==> src/rtl/decode_fold.sv <==
`timescale 1ns/1ps
// -----------------------------------------------------------------------------
// decode_fold
// Registered decode stage between fetch and execute for the bfX core.
// Classifies ix[3:0] with the core opcode map and folds runs of identical
// pointer-move / data-modify instructions into a single op with a repeat
// count. Valid/ready handshakes on both sides; stops issuing after STOP.
//
// Ports:
//   clk        sole clock, rising edge
//   rst_n      asynchronous active-low reset
//   in_valid   fetch presents in_ix
//   in_ix      instruction (only [3:0] decoded)
//   in_ready   instruction accepted this cycle (combinational)
//   out_valid  decoded op presented
//   out_ready  execute accepts the op
//   out_op     class: 0 PTR, 1 DATA, 2 IO, 3 BRANCH, 4 STOP, 7 ILLEGAL
//   out_mode   ix[0] of the op (0 for STOP / ILLEGAL)
//   out_count  repeat count
//   halted     STOP has been issued
// -----------------------------------------------------------------------------
module decode_fold #(
  parameter int IW = 8,
  parameter int CW = 8
) (
  input  logic          clk,
  input  logic          rst_n,
  input  logic          in_valid,
  input  logic [IW-1:0] in_ix,
  output logic          in_ready,
  output logic          out_valid,
  input  logic          out_ready,
  output logic [2:0]    out_op,
  output logic          out_mode,
  output logic [CW-1:0] out_count,
  output logic          halted
);

  localparam logic [1:0] ST_IDLE = 2'd0;
  localparam logic [1:0] ST_ACC  = 2'd1;
  localparam logic [1:0] ST_EMIT = 2'd2;
  localparam logic [1:0] ST_HALT = 2'd3;

  localparam logic [2:0] OP_PTR     = 3'd0;
  localparam logic [2:0] OP_DATA    = 3'd1;
  localparam logic [2:0] OP_IO      = 3'd2;
  localparam logic [2:0] OP_BRANCH  = 3'd3;
  localparam logic [2:0] OP_STOP    = 3'd4;
  localparam logic [2:0] OP_ILLEGAL = 3'd7;

  localparam logic [CW-1:0] CNT_MAX = {CW{1'b1}};
  localparam logic [CW-1:0] CNT_ONE = CW'(1'b1);

  // Opcode map shared with the combinational decoder.
  function automatic logic [2:0] classify(input logic [3:0] nib);
    logic [2:0] op;
    case (nib[3:1])
      3'd0:    op = OP_PTR;
      3'd1:    op = OP_DATA;
      3'd2:    op = OP_IO;
      3'd3:    op = OP_BRANCH;
      3'd4:    op = nib[0] ? OP_ILLEGAL : OP_STOP;
      default: op = OP_ILLEGAL;
    endcase
    return op;
  endfunction

  function automatic logic is_foldable(input logic [2:0] op);
    return (op == OP_PTR) || (op == OP_DATA);
  endfunction

  logic [1:0]    state_q, state_d;
  logic [2:0]    acc_op_q, acc_op_d;
  logic          acc_mode_q, acc_mode_d;
  logic [CW-1:0] acc_count_q, acc_count_d;
  logic          out_valid_q, halted_q;

  logic [2:0]    new_op_s;
  logic          new_mode_s;
  logic          compat_s;
  logic          in_ready_s;
  logic          ix_unused_s;

  // Upper instruction bits carry no decode information.
  assign ix_unused_s = ^in_ix[IW-1:4];

  // Classify the incoming instruction and compute next state / accumulator.
  always_comb begin
    new_op_s    = classify(in_ix[3:0]);
    // Only PTR..BRANCH (op[2]==0) carry a meaningful mode bit.
    new_mode_s  = (new_op_s[2] == 1'b0) ? in_ix[0] : 1'b0;
    compat_s    = is_foldable(new_op_s) && (new_op_s == acc_op_q) &&
                  (new_mode_s == acc_mode_q);
    state_d     = state_q;
    acc_op_d    = acc_op_q;
    acc_mode_d  = acc_mode_q;
    acc_count_d = acc_count_q;
    in_ready_s  = 1'b0;

    case (state_q)
      ST_IDLE: begin
        in_ready_s = 1'b1;
        if (in_valid) begin
          acc_op_d    = new_op_s;
          acc_mode_d  = new_mode_s;
          acc_count_d = CNT_ONE;
          if (is_foldable(new_op_s) && (CNT_ONE != CNT_MAX)) begin
            state_d = ST_ACC;
          end else begin
            state_d = ST_EMIT;
          end
        end else begin
          state_d = ST_IDLE;
        end
      end

      ST_ACC: begin
        in_ready_s = in_valid && compat_s && (acc_count_q != CNT_MAX);
        if (in_ready_s) begin
          acc_count_d = acc_count_q + CW'(1'b1);
          // Saturation closes the run; the next instruction starts afresh.
          if (acc_count_d == CNT_MAX) begin
            state_d = ST_EMIT;
          end else begin
            state_d = ST_ACC;
          end
        end else begin
          // Bubble or incompatible instruction: the latter stays at the input.
          state_d = ST_EMIT;
        end
      end

      ST_EMIT: begin
        in_ready_s = out_ready && (acc_op_q != OP_STOP);
        if (out_ready) begin
          if (acc_op_q == OP_STOP) begin
            state_d = ST_HALT;
          end else if (in_valid) begin
            // Reload straight from the input so there is no idle bubble.
            acc_op_d    = new_op_s;
            acc_mode_d  = new_mode_s;
            acc_count_d = CNT_ONE;
            if (is_foldable(new_op_s) && (CNT_ONE != CNT_MAX)) begin
              state_d = ST_ACC;
            end else begin
              state_d = ST_EMIT;
            end
          end else begin
            state_d = ST_IDLE;
          end
        end else begin
          state_d = ST_EMIT;
        end
      end

      ST_HALT: begin
        state_d = ST_HALT;
      end

      default: begin
        state_d = ST_IDLE;
      end
    endcase
  end

  // State, accumulator and registered status flags.
  always_ff @(posedge clk or negedge rst_n) begin
    if (!rst_n) begin
      state_q     <= ST_IDLE;
      acc_op_q    <= OP_PTR;
      acc_mode_q  <= 1'b0;
      acc_count_q <= '0;
      out_valid_q <= 1'b0;
      halted_q    <= 1'b0;
    end else begin
      state_q     <= state_d;
      acc_op_q    <= acc_op_d;
      acc_mode_q  <= acc_mode_d;
      acc_count_q <= acc_count_d;
      out_valid_q <= (state_d == ST_EMIT);
      halted_q    <= (state_d == ST_HALT);
    end
  end

  // in_ready must be low while reset is held, even though it is combinational.
  assign in_ready  = rst_n & in_ready_s;
  assign out_valid = out_valid_q;
  assign halted    = halted_q;
  assign out_op    = acc_op_q;
  assign out_mode  = acc_mode_q;
  assign out_count = acc_count_q;

endmodule

==> config.mk <==
export PLATFORM = sky130hd
export DESIGN_NAME = decode_fold
export DESIGN_NICKNAME = d
export VERILOG_FILES = /design/src/rtl/decode_fold.sv
export SDC_FILE = /design/constraint.sdc
export NUM_CORES = 1
export LEC_CHECK = 0
export ABC_AREA = 1
export CAP_MARGIN = 5
export CORE_ASPECT_RATIO = 0.8
export CORE_UTILIZATION = 28
export CTS_CLUSTER_DIAMETER = 200
export CTS_CLUSTER_SIZE = 8
export DETAILED_ROUTE_END_ITERATION = 6
export PLACE_DENSITY = 0.52
export SLEW_MARGIN = 30
export SYNTH_ARGS = -nofsm -noshare
export SYNTH_HDL_FRONTEND = slang
export SYNTH_SLANG_ARGS = --single-unit
==> constraint.sdc <==
create_clock -name clk -period 2 [get_ports clk]
set_input_delay 0.4 -clock clk [delete_from_list [all_inputs] [get_ports clk]]
set_output_delay 0.4 -clock clk [all_outputs]
set_load 0.1 [all_outputs]
### After elaboration in Yosys (flattened, before gate mapping)

Cells that the tools add are included.

* bits in registers: 16
* logic and storage cells: 64

* bitwise logic cells: 1
* reductions and logical operators: 13
* muxes and demuxes: 24
* $add $sub $neg: 1
* equal/unequal tests: 19

Operators by type and width (number)
* $mux W8: 4
* $pmux W8 S3: 1
* $pmux W3 S5: 1
* $mux W2: 7
* $mux W3: 3
* $add A8 B1 Y8 const B: 1
* $eq A2 B2 Y1 const B: 4
* $eq A8 B8 Y1 const B: 1
* $ne A8 B8 Y1 const B: 1
* $pmux W2 S4: 1
* $eq A3 B1 Y1 const B: 2
* $eq A3 B2 Y1 const B: 2
* $eq A3 B3 Y1 const B: 2
* $logic_not A3 Y1: 2
* $ne A2 B2 Y1 const B: 3
* $pmux W3 S2: 1
* $logic_and A1 B1 Y1: 5
* $mux W1: 4
* $reduce_and A4 Y1: 1
* $eq A3 B3 Y1: 1
* $ne A3 B3 Y1 const B: 1
* $pmux W1 S3: 1
* $reduce_and A3 Y1: 1
* $reduce_bool A3 Y1: 1
* 7 further kinds: 7

### Logic depth before layout (Yosys ltp)

* word-level depth: 11
* depth in mapped cells: 11
* mapped depth without buffers: 11

### Worst setup path before layout

Ideal clock, no wire load.

* path type: register to output
* from: register acc_count_q[0], in the netlist out_count[0]
* to: output in_ready
* path buffers: 0
* arrival time: 2.915 ns
* slack: -1.315 ns
* cell stages (with the launch flop): 7
* cell sequence: dfrtp_1 -> ha_1 -> nand4_1 -> nand3_2 -> nor2_1 -> o21ai_0 -> nor2_1

* word-level cells in the longest chain between the ends: 4

Ends and longest elaborated chain
* start, declared: RTL line 75 `logic [CW-1:0] acc_count_q, acc_count_d;`
* start signal, assigned: RTL line 179 `acc_count_q <= acc_count_d;`
* $ne A8 B8 Y1: RTL line 118 `in_ready_s = in_valid && compat_s && (acc_count_q != CNT_MAX);`
* $logic_and A1 B1 Y1: RTL line 118
* $pmux W1 S3: RTL line 100 `case (state_q)`
* $and A1 B1 Y1: RTL line 186 `assign in_ready = rst_n & in_ready_s;`
* end, declared: RTL line 30 `output logic in_ready,`

No other way between the ends.

### Worst setup path in the final report

Same ends and word-level chain as after synthesis.

==> flow_metrics.py <==
metrics = {
    "outcome": {
        "status": "finished with violations",
        "violations": "setup timing",
    },
    "critical_path": {
        "rr_startpoint": "out_mode",
        "critPathArrivalTime_ps": 1690,
        "cp-start-kind": "flop",
        "reg2reg_depth": 11,
        "cp_max_fo": 2,
        "r2r_slack_ps": 200,
        "reg2reg_to": "out_count[1]",
        "required_ps": 1600,
        "crit_type": "flop to output port",
        "endpoint_kind": "output port",
    },
    "flow_run": {
        "maxCapViolations": 0,
    },
    "timing": {
        "rsz0062_at_grt": "yes",
        "tightestPinTransition_ps": 402,
        "finalMaxSlewViolations": 0,
        "finalSetupViolCount": 1,
        "clock.fmax_mhz": 479,
        "finalHoldViolations": 0,
        "slew_headroom_pct": 73.2,
        "period_minus_slack_ps": 2090,
        "postLayoutSetupSlackWorst_ps": -89.3,
        "fin_worst_hold_slack_ps": 477,
        "fin_crit_sh_pct": 104,
        "clock-skew-final_ps": 10.2,
    },
    "clock_network": {
        "clkLatencyLatePin_ps": 260,
        "clockBufferDepth": 2,
        "clock_sinks": 16,
        "ctsHoldBuffers": 0,
        "cts_made_buffers": 3,
        "cts_tree": "done",
        "cts_root_buffer": "clkbuf_8",
        "cts.clk_slew.worst_paths_ps": 80,
        "htreeDepth": 1,
    },
    "worst_hold_path": {
        "min-delay-start": "in_ix[3]",
        "hold_class": "input port to flop",
        "hold_depth": 3,
        "min_to": "out_op[2]",
    },
    "drt": {
        "drt_wl_total_um": 2650,
        "num_vias": 1040,
        "vias_per_cell": 4.30,
        "drc_errors": 0,
        "drt_iter0_drc": 21,
        "drt-wirelength-per-cell_um": 11.0,
        "drtAntennaViolNets": 0,
        "firstDrtPassIters": 4,
    },
    "die": {
        "rows": 20,
        "core_um2": 3780,
        "ios": 27,
        "fp.dieArea_um2": 4200,
        "die_width_um": 72.2,
        "initial_core_util_pct": 29.2,
        "die_y_um": 58.2,
    },
    "layout": {
        "final_cell_mix": "nand2_1 (31), buf_4 (31), inv_1 (15)",
        "area_growth_pct": 47.8,
        "nFillCells": 389,
        "fin_nets": 202,
        "drive_gt1_share_pct": 49.2,
        "fin_cells": 242,
        "final_area_um2": 1630,
        "fin_util_pct": 43.2,
        "diodes": 0,
    },
    "place": {
        "dp_hpwl_um": 1940,
        "place_ws_ps": -304,
        "placed_area_um2": 1480,
        "placed_cells": 226,
        "io_buffer_count": 22,
        "gp_congestion": 0.776,
    },
    "power_and_ir_drop": {
        "p_switching_uw": 1260,
        "p_sw_share_pct": 55.3,
        "power.internal_uw": 1020,
        "comb_power_share_pct": 63.3,
        "vdd_drop_max_v": 0.000577,
        "p_leak_uw": 0.000725,
        "pwr_density_cell_nw_per_um2": 1400,
        "power_frac_seq_pct": 23.5,
        "p_clk_share_pct": 13.1,
    },
    "synth": {
        "ys.warnings.count": 0,
        "ys_ff_latch": 16,
        "postSynthAreaPerCell_um2": 7.72,
        "synth.distinct_cells": 24,
        "synth_nets": 157,
        "syn_area_um2": 1100,
        "yosysSeqAreaShare_pct": 36.3,
        "synth_cells": 143,
    },
    "global_routing": {
        "grtUsageTotal_pct": 14.3,
        "antenna_found_initial": 0,
        "grt_pass1_vias": 1011,
        "grt_first_pass_wirelength_um": 4650,
        "overflow": 0,
        "grt_max_degree": 17,
    },
}
-- metrics by stage --
stage | power [uW] | TNS (ps)
after CTS | 2300 | -89.5
after floorplan | 1610 | -135
after global routing | 2420 | -137
after detailed placement | 1940 | -1440
after global placement | 1930 | -1330
final | 2290 | -89.3
-- synthesized netlist by cell type --
| cell type | count | area share (%) |
|---|---|---|
| buf_12 | 1 | 1.8 |
| inv_2 | 3 | 1.0 |
| nand2_1 | 35 | 12 |
| o21bai_1 | 1 | 0.68 |
| a21oi_1 | 2 | 0.91 |
| inv_1 | 15 | 5.1 |
| a21boi_1 | 1 | 0.68 |
| nor2_2 | 6 | 3.4 |
| nor2_1 | 8 | 2.7 |
| nand3b_1 | 1 | 0.68 |
| o21ai_0 | 7 | 3.2 |
| xor2_1 | 2 | 1.6 |
| o21ai_2 | 9 | 7.1 |
| nor2_4 | 2 | 2.0 |
| ha_1 | 2 | 2.3 |
| a221oi_1 | 1 | 0.79 |
| or2_1 | 1 | 0.57 |
| nor3_1 | 1 | 0.45 |
| nand2_2 | 8 | 4.5 |
| nand4_1 | 2 | 1.1 |
| nand3_1 | 14 | 6.3 |
| nand3_2 | 3 | 2.7 |
| nand2_4 | 2 | 2.0 |
| dfrtp_1 | 16 | 36 |
-- final cells by class --
type	instances	area, um2	share of cell area, %
Multi-Input combinational cell	108	664	40.7
Sequential cell	16	423	25.9
Timing Repair Buffer	41	353	21.6
Tap cell	55	68.8	4.22
Inverter	18	67.6	4.14
Clock buffer	4	55.1	3.37
-- power groups by stage --
stage	logic, uW	registers, uW	clock network (uW)
after floorplan	509	1110	0
after global placement	1350	573	0
after detailed placement	1360	576	0
after CTS	1450	540	308
after global routing	1540	557	321
final	1450	539	301
-- critical path, stage by stage, from the launching register on --
cell     delay, ps
dfrtp_4        490
ha_4           170
nand4_1        150
nand3_4        100
nor2_4         120
o21ai_2         80
nor2_4         140
buf_12         180
-- flip-flops by register name, summed over array words and instances, names as in the netlist --
name       flops
out_valid      1
out_op         3
halted         1
out_mode       1
state_q        2
out_count      8
-- how the worst max path moves through the flow --
stage | cells after the start | start | end | slack [ps]
after floorplan | 6 | out_count[1] | in_ready | -140
after global placement | 11 | in_ix[3] | in_ready | -300
after detailed placement | 11 | in_ix[3] | in_ready | -300
after CTS | 7 | out_count[0] | in_ready | -90
after global routing | 11 | in_ix[2] | in_ready | -140
final | 7 | out_count[0] | in_ready | -90
-- logic make-up (layout without fill, tap and decap cells) --
kind of cell	Yosys count	count (layout)	synth area share (%)
compound gates	21	21	13.4
xor+xnor	2	2	1.59
fa+ha+maj	2	2	2.27
buf+inv	19	63	7.94
flops	16	16	36.3
simple gates	83	83	38.5
-- repair_timing --
action / 4_1_cts / 5_1_grt
cloned: 0 / 0
setup endpoints to repair: 1 / 1
setup buffers: 7 / 5
gates resized for setup: 10 / 2
pin swaps: 11 / 8
-- routing by layer --
metal / global-route usage [%] / part of all wire [%]
met1: 20.1 / 51
met2: 23.2 / 46
met3: 2.61 / 2.2
met4: 2.52 / 0.79
met5: 0 / 0
Note: power is estimated with default switching activity, not from simulation.
